<file path="src/rtl/vram_arb_pkg.sv">
// Shared types and default widths for the VRAM scan-out / CPU arbiter.
package vram_arb_pkg;

  localparam int DEF_ADDR_WIDTH      = 16;
  localparam int DEF_DATA_WIDTH      = 16;
  localparam int DEF_WORDS_PER_LINE  = 160;
  localparam int DEF_LB_ADDR_WIDTH   = 8;
  localparam int DEF_LINE_WIDTH      = 10;
  localparam int DEF_FB_BASE         = 0;
  localparam int DEF_CPU_SLOT_PERIOD = 4;

  // Owner of the VRAM access issued last cycle, i.e. of the data now on in_mem_rdata.
  typedef enum logic [1:0] {
    OWN_NONE  = 2'd0,
    OWN_CPU   = 2'd1,
    OWN_FETCH = 2'd2
  } owner_e;

  typedef enum logic [1:0] {
    GNT_NONE  = 2'd0,
    GNT_CPU   = 2'd1,
    GNT_FETCH = 2'd2
  } grant_e;

endpackage

</file>
<file path="src/rtl/vram_scan_arbiter_line_fetch_counter.sv">
// Line fetch sequencer: latches the requested line, walks the word index and
// produces the VRAM address; a new line_start while busy aborts and restarts.
module line_fetch_counter #(
  parameter int AW      = 16,
  parameter int LBW     = 8,
  parameter int LW      = 10,
  parameter int WPL     = 160,
  parameter int FB_BASE = 0
) (
  input  logic           clk,
  input  logic           rst_n,
  input  logic           line_start,
  input  logic [LW-1:0]  next_line,
  input  logic           advance,
  output logic           busy,
  output logic           busy_next,
  output logic [LBW-1:0] idx,
  output logic [AW-1:0]  addr,
  output logic           bank,
  output logic           abort
);

  localparam logic [LBW-1:0] LAST_IDX = LBW'(WPL - 1);

  logic [LW-1:0]  line_q, line_d;
  logic [LBW-1:0] idx_q, idx_d;
  logic           busy_q, busy_d;

  always_comb begin
    line_d = line_q;
    idx_d  = idx_q;
    busy_d = busy_q;
    // A restart wins over an advance of the old line in the same cycle.
    if (line_start) begin
      line_d = next_line;
      idx_d  = '0;
      busy_d = 1'b1;
    end else if (advance && busy_q) begin
      idx_d = idx_q + 1'b1;
      if (idx_q == LAST_IDX) busy_d = 1'b0;
    end
  end

  always_ff @(posedge clk) begin
    if (!rst_n) begin
      line_q <= '0;
      idx_q  <= '0;
      busy_q <= 1'b0;
    end else begin
      line_q <= line_d;
      idx_q  <= idx_d;
      busy_q <= busy_d;
    end
  end

  assign busy      = busy_q;
  assign busy_next = busy_d;
  assign idx       = idx_q;
  assign addr      = AW'(FB_BASE) + AW'(line_q) * AW'(WPL) + AW'(idx_q);
  assign bank      = line_q[0];
  assign abort     = line_start & busy_q;

endmodule

</file>
<file path="src/rtl/vram_scan_arbiter.sv">
// Single-port VRAM arbiter between scan-out line prefetch and a CPU port.
// Optional VRAM_ARB_UNDERRUN_EN adds sticky underrun flag and saturating abort counter.
module vram_scan_arbiter
  import vram_arb_pkg::*;
#(
  parameter int ADDR_WIDTH      = DEF_ADDR_WIDTH,
  parameter int DATA_WIDTH      = DEF_DATA_WIDTH,
  parameter int WORDS_PER_LINE  = DEF_WORDS_PER_LINE,
  parameter int LB_ADDR_WIDTH   = DEF_LB_ADDR_WIDTH,
  parameter int LINE_WIDTH      = DEF_LINE_WIDTH,
  parameter int FB_BASE         = DEF_FB_BASE,
  parameter int CPU_SLOT_PERIOD = DEF_CPU_SLOT_PERIOD
) (
  input  logic                     clk_pixel,
  input  logic                     rst_n,
  input  logic                     in_line_start,
  input  logic [LINE_WIDTH-1:0]    in_next_line,
  input  logic                     in_cpu_req,
  input  logic                     in_cpu_we,
  input  logic [ADDR_WIDTH-1:0]    in_cpu_addr,
  input  logic [DATA_WIDTH-1:0]    in_cpu_wdata,
  output logic                     out_cpu_ack,
  output logic [DATA_WIDTH-1:0]    out_cpu_rdata,
  output logic [ADDR_WIDTH-1:0]    out_mem_addr,
  output logic                     out_mem_we,
  output logic [DATA_WIDTH-1:0]    out_mem_wdata,
  input  logic [DATA_WIDTH-1:0]    in_mem_rdata,
  output logic                     out_lb_wr_en,
  output logic                     out_lb_bank,
  output logic [LB_ADDR_WIDTH-1:0] out_lb_wr_addr,
  output logic [DATA_WIDTH-1:0]    out_lb_wr_data,
  output logic                     out_fetch_busy
`ifdef VRAM_ARB_UNDERRUN_EN
  ,
  output logic                     out_underrun,
  output logic [7:0]               out_underrun_count
`endif
);

  localparam int SLOT_W = $clog2(CPU_SLOT_PERIOD);
  localparam logic [SLOT_W-1:0] SLOT_LAST = SLOT_W'(CPU_SLOT_PERIOD - 1);

  logic                     fetch_busy, fetch_busy_next, fetch_bank, fetch_abort;
  logic [LB_ADDR_WIDTH-1:0] fetch_idx;
  logic [ADDR_WIDTH-1:0]    fetch_addr;
  grant_e                   grant;
  logic                     cpu_eligible;

  owner_e                   tag_owner_q, tag_owner_d;
  logic [LB_ADDR_WIDTH-1:0] tag_idx_q, tag_idx_d;
  logic                     tag_bank_q, tag_bank_d;
  logic [SLOT_W-1:0]        slot_q, slot_d;

  line_fetch_counter #(
    .AW      (ADDR_WIDTH),
    .LBW     (LB_ADDR_WIDTH),
    .LW      (LINE_WIDTH),
    .WPL     (WORDS_PER_LINE),
    .FB_BASE (FB_BASE)
  ) u_fetch (
    .clk        (clk_pixel),
    .rst_n      (rst_n),
    .line_start (in_line_start),
    .next_line  (in_next_line),
    .advance    (grant == GNT_FETCH),
    .busy       (fetch_busy),
    .busy_next  (fetch_busy_next),
    .idx        (fetch_idx),
    .addr       (fetch_addr),
    .bank       (fetch_bank),
    .abort      (fetch_abort)
  );

  // A CPU access still returning data blocks a new grant: one bubble per transaction.
  assign cpu_eligible = in_cpu_req && (tag_owner_q != OWN_CPU);

  always_comb begin
    grant = GNT_NONE;
    if (!rst_n) begin
      grant = GNT_NONE;
    end else if (fetch_busy) begin
      grant = (slot_q == SLOT_LAST && cpu_eligible) ? GNT_CPU : GNT_FETCH;
    end else if (cpu_eligible) begin
      grant = GNT_CPU;
    end
  end

  always_comb begin
    out_mem_addr  = '0;
    out_mem_we    = 1'b0;
    out_mem_wdata = '0;
    tag_owner_d   = OWN_NONE;
    tag_idx_d     = '0;
    tag_bank_d    = 1'b0;
    case (grant)
      GNT_CPU: begin
        out_mem_addr  = in_cpu_addr;
        out_mem_we    = in_cpu_we;
        out_mem_wdata = in_cpu_wdata;
        tag_owner_d   = OWN_CPU;
      end
      GNT_FETCH: begin
        out_mem_addr = fetch_addr;
        tag_owner_d  = OWN_FETCH;
        tag_idx_d    = fetch_idx;
        tag_bank_d   = fetch_bank;
      end
      default: ;
    endcase
    // Slot counter only runs while a fetch stays active into the next cycle.
    slot_d = '0;
    if (fetch_busy && fetch_busy_next)
      slot_d = (slot_q == SLOT_LAST) ? '0 : slot_q + 1'b1;
  end

  always_ff @(posedge clk_pixel) begin
    if (!rst_n) begin
      tag_owner_q <= OWN_NONE;
      tag_idx_q   <= '0;
      tag_bank_q  <= 1'b0;
      slot_q      <= '0;
    end else begin
      tag_owner_q <= tag_owner_d;
      tag_idx_q   <= tag_idx_d;
      tag_bank_q  <= tag_bank_d;
      slot_q      <= slot_d;
    end
  end

  assign out_cpu_ack    = rst_n && (tag_owner_q == OWN_CPU);
  assign out_cpu_rdata  = out_cpu_ack ? in_mem_rdata : '0;
  assign out_lb_wr_en   = rst_n && (tag_owner_q == OWN_FETCH);
  assign out_lb_bank    = out_lb_wr_en & tag_bank_q;
  assign out_lb_wr_addr = out_lb_wr_en ? tag_idx_q : '0;
  assign out_lb_wr_data = out_lb_wr_en ? in_mem_rdata : '0;
  assign out_fetch_busy = fetch_busy;

`ifdef VRAM_ARB_UNDERRUN_EN
  logic       underrun_q, underrun_d;
  logic [7:0] underrun_count_q, underrun_count_d;

  always_comb begin
    underrun_d       = underrun_q;
    underrun_count_d = underrun_count_q;
    if (in_line_start && in_next_line == '0) underrun_d = 1'b0;
    if (fetch_abort) begin
      underrun_d = 1'b1;
      if (underrun_count_q != 8'hFF) underrun_count_d = underrun_count_q + 8'd1;
    end
  end

  always_ff @(posedge clk_pixel) begin
    if (!rst_n) begin
      underrun_q       <= 1'b0;
      underrun_count_q <= '0;
    end else begin
      underrun_q       <= underrun_d;
      underrun_count_q <= underrun_count_d;
    end
  end

  assign out_underrun       = underrun_q;
  assign out_underrun_count = underrun_count_q;
`else
  logic unused_abort;
  assign unused_abort = fetch_abort;
`endif

endmodule

</file>
<file path="config.mk">
export PLATFORM = sky130hd
export DESIGN_NAME = vram_scan_arbiter
export DESIGN_NICKNAME = d
export VERILOG_FILES = /design/src/rtl/vram_arb_pkg.sv /design/src/rtl/vram_scan_arbiter_line_fetch_counter.sv /design/src/rtl/vram_scan_arbiter.sv
export SDC_FILE = /design/constraint.sdc
export NUM_CORES = 1
export LEC_CHECK = 0
export ABC_CLOCK_PERIOD_IN_PS = 4300
export CORE_ASPECT_RATIO = 0.7
export CORE_MARGIN = 2
export CORE_UTILIZATION = 35
export CTS_CLUSTER_SIZE = 16
export DETAILED_ROUTE_END_ITERATION = 8
export PLACE_DENSITY = 0.74
export SYNTH_ARGS = -nofsm -noshare
export SYNTH_HDL_FRONTEND = slang
export SYNTH_SLANG_ARGS = --single-unit
</file>
<file path="constraint.sdc">
create_clock -name clk_pixel -period 4.3 [get_ports clk_pixel]
set_input_delay 1.075 -clock clk_pixel [delete_from_list [all_inputs] [get_ports clk_pixel]]
set_output_delay 1.075 -clock clk_pixel [all_outputs]
set_load 0.05 [all_outputs]
</file>
==> impl_metrics.py, run 1 <==
metrics = {
    "synth": {
        "yosysMostFrequentCell": "and2_1",
        "seq_area_frac_synth": 0.2540,
        "yosysUniqueCellTypes": 48,
        "synth_top_area_share": 0.2540,
        "synth-seq-cells": 32,
        "synth-edff-count": 0,
        "synth_area_um2": 2522,
        "yosysWarnings": 0,
        "ys_top_cells_by_area": "dfxtp_1 25%, and2_1 15%, ha_1 12%",
        "ys.flop_type": "dfxtp_1",
        "synth_nets": 396,
        "synthTopCellsByCount": "62 x and2_1, 44 x nor2_1, 32 x dfxtp_1",
        "yosysTopAreaCell": "dfxtp_1",
        "synth_async_sr_flop_share": 0,
        "netlist_instances": 307,
        "avgSynthCellArea_um2": 8.216,
    },
    "routing": {
        "avgViaCountPerCell": 4.937,
        "vias": 2676,
        "ant_nets": 0,
        "wl_per_cell_um": 16.63,
        "route.detailed.drc": 0,
        "first_iter_violations": 116,
        "firstDrtPassIters": 4,
        "drt-total-wl_um": 9015,
    },
    "cts": {
        "post_cts_buffers": 0,
        "cts_max_level": 2,
        "cts_buffer_depth": 2,
        "cts_hold_buf": 0,
        "clkSinkCount": 32,
        "cts-buffers-inserted": 5,
        "clk_pin_slew_ns": 0.07,
        "tritoncts": "built",
        "cts_root_buffer": "clkbuf_8",
        "clk_latency_ns": 0.29,
    },
    "power_and_ir_drop": {
        "pwr-share-comb": 0.346,
        "swShare": 0.3043,
        "peakVddDrop_uv": 180.8,
        "p_switching_w": 0.0002783,
        "power_frac_seq": 0.341,
        "p_int_w": 0.0006361,
        "clock_power_share": 0.313,
        "power-per-cell-area_nw_per_um2": 185.4,
        "p_leak_nw": 2.089,
    },
    "final_layout": {
        "drive_above_1_share": 0.2411,
        "instances_no_fill": 542,
        "fillers": 474,
        "area_growth_pct": 95.54,
        "diodes": 0,
        "nets": 536,
    },
    "sta": {
        "setup_viol": 0,
        "fin_worst_hold_slack_ns": 0.4488,
        "worst_slack_ns": 0.1550,
        "slew_headroom": 0.5338,
        "period_needed_ns": 4.145,
        "max_slew.worst_pin.slew_ns": 0.6971,
        "finClkSkew_ns": 0.008163,
        "finalHoldViolCount": 0,
        "fmax_mhz": 241.3,
        "rsz0062_at_grt": "false",
        "tns_ns": 0,
        "slew_violations": 0,
        "period_share": 0.9639,
    },
    "floorplanning": {
        "start_util": 0.3682,
        "io_pins": 140,
        "die_area_um2": 7913,
        "coreArea_um2": 6850,
        "fp.dieH_um": 75.03,
        "die_x_um": 105.5,
        "rows": 25,
    },
    "worst_setup_path": {
        "path_cells": "clkdlybuf4s50_1 > nand2_1 > a31o_2 > ha_1 > buf_4 > nor2_1 > buf_12",
        "worstSetupPathType": "in2out",
        "end_kind": "output port",
        "crit_required_ns": 3.22,
        "cpPeakStageDelay_ns": 0.55,
        "critPathArrivalTime_ns": 3.07,
        "crit_family": "buffers and inverters",
        "critPathSlowestCell": "clkdlybuf4s50_1",
        "cp.buffers_inverters": 3,
        "cp-start-kind": "input port",
        "crit_path_max_fanout": 10,
    },
    "global_routing": {
        "grt_pass1_vias": 2666,
        "gr-usage-all-layers": 0.2274,
        "gr-total-overflow": 0,
        "grt_pass1_wl_um": 14000,
        "antenna_found_initial": 0,
        "grt_max_degree": 27,
    },
    "status": {
        "outcome": "complete, no violations",
    },
    "placed_design": {
        "dp_cells": 534,
        "detailed_place_hpwl_um": 7573,
        "port-buffer-count": 139,
        "place.gp.congestion": 0.7959,
        "dpl_worst_slack_ns": 0.1496,
    },
    "worst_hold_path": {
        "min_path_type": "reg2reg",
    },
    "run": {
        "cap_violations": 0,
    },
}
-- registers in the layout, summed over array words and instances, names as in the netlist --
register,count
u_fetch.line_q,10
tag_bank_q,1
u_fetch.idx,8
tag_owner_q,2
u_fetch.busy,1
slot_q,2
tag_idx_q,8
-- routing by layer --
| metal | up-vias | routed length, µm | global-route usage | share of wire |
|---|---|---|---|---|
| li1 | 1329 | - | - | - |
| met1 | 1231 | 3947 | 0.2870 | 0.44 |
| met2 | 103 | 4310 | 0.3914 | 0.48 |
| met3 | 13 | 655 | 0.06580 | 0.073 |
| met4 | 0 | 102 | 0.05333 | 0.011 |
| met5 | - | 0 | 0 | 0 |
-- power groups by stage --
| stage | registers, W | clock network [W] | logic (W) |
|---|---|---|---|
| floorplan | 0.000318 | 0 | 0.000159 |
| global placement | 0.000318 | 0 | 0.000305 |
| detailed placement | 0.000318 | 0 | 0.000312 |
| CTS | 0.000312 | 0.000290 | 0.000315 |
| global route | 0.000312 | 0.000302 | 0.000338 |
| finish | 0.000312 | 0.000286 | 0.000316 |
-- final cells by class --
type,count,area (µm²),area share
clock buffer,6,72.57,0.01471
tap,94,117.6,0.02385
timing repair buffer,148,2220,0.4500
sequential,32,640.6,0.1299
inverter,6,22.52,0.004566
multi-input combinational,254,1824,0.3699
clock inverter,2,35.03,0.007103
-- cells in the final DEF (no fill, tap or decap), types with 2 or more instances in the layout --
| master | count |
|---|---|
| nor4_4 | 2 |
| inv_1 | 6 |
| fa_1 | 2 |
| clkdlybuf4s50_1 | 63 |
| nand3_1 | 7 |
| a22oi_1 | 13 |
| nor4b_1 | 2 |
| o21ai_0 | 6 |
| a211oi_2 | 2 |
| dfxtp_1 | 32 |
| nand4_1 | 3 |
| nor2_1 | 44 |
| nor3b_1 | 2 |
| nand2_1 | 13 |
| clkbuf_8 | 5 |
| a21oi_1 | 5 |
| xor2_1 | 10 |
| mux2i_1 | 10 |
| xnor2_1 | 6 |
| nand2b_1 | 7 |
| and3_1 | 10 |
| buf_4 | 9 |
| buf_12 | 76 |
| and2_1 | 62 |
| ha_1 | 24 |
-- kinds of logic (layout without fill, tap and decap cells) --
logic type / after synthesis / in the layout / share of synthesized area
xor gates and xnor gates: 18 / 18 / 0.06548
and+or+nand+nor: 162 / 162 / 0.3646
muxes: 10 / 10 / 0.03968
DFF: 32 / 32 / 0.2540
buffers and inverters: 21 / 162 / 0.03323
AOI/OAI and AO/OA: 38 / 38 / 0.1081
adders and majority gates: 26 / 26 / 0.1349
-- stage by stage --
step | total power (W) | util | instance area, µm²
after CTS | 0.0009165 | 0.7173 | 4913
after global routing | 0.0009522 | 0.7200 | 4932
after detailed placement | 0.0006306 | 0.7005 | 4798
final | 0.0009144 | 0.7200 | 4932
after floorplan | 0.0004773 | - | 2522
after global placement | 0.0006227 | 0.7005 | 4798
-- final timing paths --
| path | from | end | slack [ns] | cells past startpoint |
|---|---|---|---|---|
| worst max register to register | slot_q[0] | u_fetch.busy | 2.02 | 10 |
| worst max-delay path | rst_n | out_mem_addr[9] | 0.16 | 7 |
| worst min-delay path | slot_q[0] | slot_q[0] | 0.45 | 1 |
| worst min register to register | slot_q[0] | slot_q[0] | 0.45 | 1 |
-- what timing repair did --
action | in CTS | in global routing
pin swaps | 0 | 1
resized for setup | 1 | 3
setup endpoints to repair | 1 | 3
Power figures use the tool's default switching activity.
==> inputs of run 2 (changes only) <==
CORE_MARGIN = unset   (was 2)
==> impl_metrics.py, run 2 (same netlist as run 1, synthesis figures left out) <==
metrics = {
    "routing": {
        "first_iter_violations": 124,
        "ant_nets": 0,
        "drt-total-wl_um": 8492,
        "route.detailed.drc": 0,
        "firstDrtPassIters": 4,
        "avgViaCountPerCell": 4.917,
        "wl_per_cell_um": 15.67,
        "vias": 2665,
    },
    "cts": {
        "clkSinkCount": 32,
        "tritoncts": "built",
        "clk_latency_ns": 0.28,
        "cts_root_buffer": "clkbuf_8",
        "cts_max_level": 2,
        "post_cts_buffers": 0,
        "cts-buffers-inserted": 5,
        "cts_hold_buf": 0,
        "clk_pin_slew_ns": 0.06,
        "cts_buffer_depth": 2,
    },
    "sta": {
        "finClkSkew_ns": 0.004319,
        "max_slew.worst_pin.slew_ns": 0.6858,
        "tns_ns": 0,
        "fin_worst_hold_slack_ns": 0.4335,
        "worst_slack_ns": 0.1827,
        "period_share": 0.9575,
        "rsz0062_at_grt": "false",
        "setup_viol": 0,
        "finalHoldViolCount": 0,
        "fmax_mhz": 242.9,
        "slew_violations": 0,
        "slew_headroom": 0.5414,
        "period_needed_ns": 4.117,
    },
    "global_routing": {
        "grt_pass1_vias": 2487,
        "gr-total-overflow": 0,
        "grt_max_degree": 34,
        "gr-usage-all-layers": 0.2211,
        "grt_pass1_wl_um": 12760,
        "antenna_found_initial": 0,
    },
    "final_layout": {
        "final_area_um2": 4908,
        "nets": 537,
        "layout_common_cells": "77 x buf_12, 63 x clkdlybuf4s50_1, 62 x and2_1, 44 x nor2_1, 32 x dfxtp_1",
        "fillers": 498,
        "area_growth_pct": 94.59,
        "drive_above_1_share": 0.2366,
        "largest_reg_flops": 10,
        "final_util": 0.7165,
        "final_common_cell": "buf_12",
        "top_register": "u_fetch.line_q",
        "diodes": 0,
    },
    "placed_design": {
        "port-buffer-count": 139,
        "place.gp.congestion": 0.8011,
        "placed_area_um2": 4818,
        "dpl_worst_slack_ns": 0.2416,
        "detailed_place_hpwl_um": 7076,
    },
    "worst_setup_path": {
        "crit_path_max_fanout": 3,
        "crit_required_ns": 3.22,
        "end_kind": "output port",
        "cp-start-kind": "register",
        "critPathArrivalTime_ns": 3.04,
        "worstSetupPathType": "reg2out",
    },
    "floorplanning": {
        "io_pins": 140,
        "start_util": 0.3682,
        "fp.dieH_um": 73.03,
        "coreArea_um2": 6850,
        "rows": 25,
        "die_x_um": 103.5,
        "die_area_um2": 7556,
    },
    "status": {
        "outcome": "complete, no violations",
    },
    "run": {
        "cap_violations": 0,
    },
    "power_and_ir_drop": {
        "power-per-cell-area_nw_per_um2": 171.2,
        "pwr-share-comb": 0.377,
        "p_switching_w": 0.0002647,
        "peakVddDrop_uv": 180.2,
        "p_leak_nw": 2.076,
        "power_frac_seq": 0.371,
        "p_int_w": 0.0005756,
        "swShare": 0.3150,
        "clock_power_share": 0.252,
    },
    "worst_hold_path": {
        "min_path_type": "reg2reg",
    },
}
==> run 2: metrics by stage <==
stage,instances,total power (W)
detailed placement,535,0.0006324
CTS,542,0.0008442
floorplan,307,0.0004773
global route,542,0.0008804
finish,542,0.0008403
global placement,535,0.0006254
==> run 2: final timing paths <==
check                                       start                to  slack (ns)  cells after the start
worst max register to register          slot_q[0]         slot_q[1]        1.94                     10
worst min register to register          slot_q[0]         slot_q[0]        0.43                      1
worst max-delay path            u_fetch.line_q[3]  out_mem_addr[15]        0.18                     10
worst min-delay path                    slot_q[0]         slot_q[0]        0.43                      1
==> run 2: area by class of cell <==
| type | instances | area (µm²) | share of cell area |
|---|---|---|---|
| Timing Repair Buffer | 149 | 2240 | 0.4563 |
| Multi-Input combinational cell | 254 | 1810 | 0.3689 |
| Sequential cell | 32 | 640.6 | 0.1305 |
| Tap cell | 94 | 117.6 | 0.02396 |
| Clock buffer | 6 | 72.57 | 0.01478 |
| Inverter | 6 | 22.52 | 0.004588 |
| Clock inverter | 1 | 5.005 | 0.001020 |
==> run 2: per-layer routing <==
| layer | track usage | routed length, µm | vias up |
|---|---|---|---|
| li1 | - | - | 1330 |
| met1 | 0.2989 | 3926 | 1226 |
| met2 | 0.3701 | 3903 | 103 |
| met3 | 0.04598 | 627 | 6 |
| met4 | 0.03130 | 34 | 0 |
| met5 | 0 | 0 | - |
==> run 2: worst max-delay path: stages, from the launching register on <==
cell	delay, ns
dfxtp_1	0.37
ha_1	0.26
ha_1	0.25
fa_1	0.47
a211oi_2	0.29
nor2_1	0.11
o311ai_2	0.32
nand3_1	0.14
xnor2_1	0.15
o22ai_1	0.23
buf_12	0.18
==> run 2: power by group through the flow <==
stage	logic, W	registers (W)	clock network, W
after floorplan	0.000159	0.000318	0
after global placement	0.000308	0.000317	0
after detailed placement	0.000314	0.000318	0
after CTS	0.000317	0.000312	0.000215
after global routing	0.000338	0.000312	0.000231
final	0.000317	0.000311	0.000212
==> run 2: repair_timing <==
action,4_1_cts,5_1_grt
endpoints found under the setup margin,1,1
gates cloned,0,0
gates resized for setup,1,1
pin swaps,0,1
==> inputs of run 3 (changes only) <==
ABC_CLOCK_PERIOD_IN_PS = unset   (was 4300)
==> results of run 3 <==
Same layout as run 2: the final DEF is identical, and so are final timing and power.
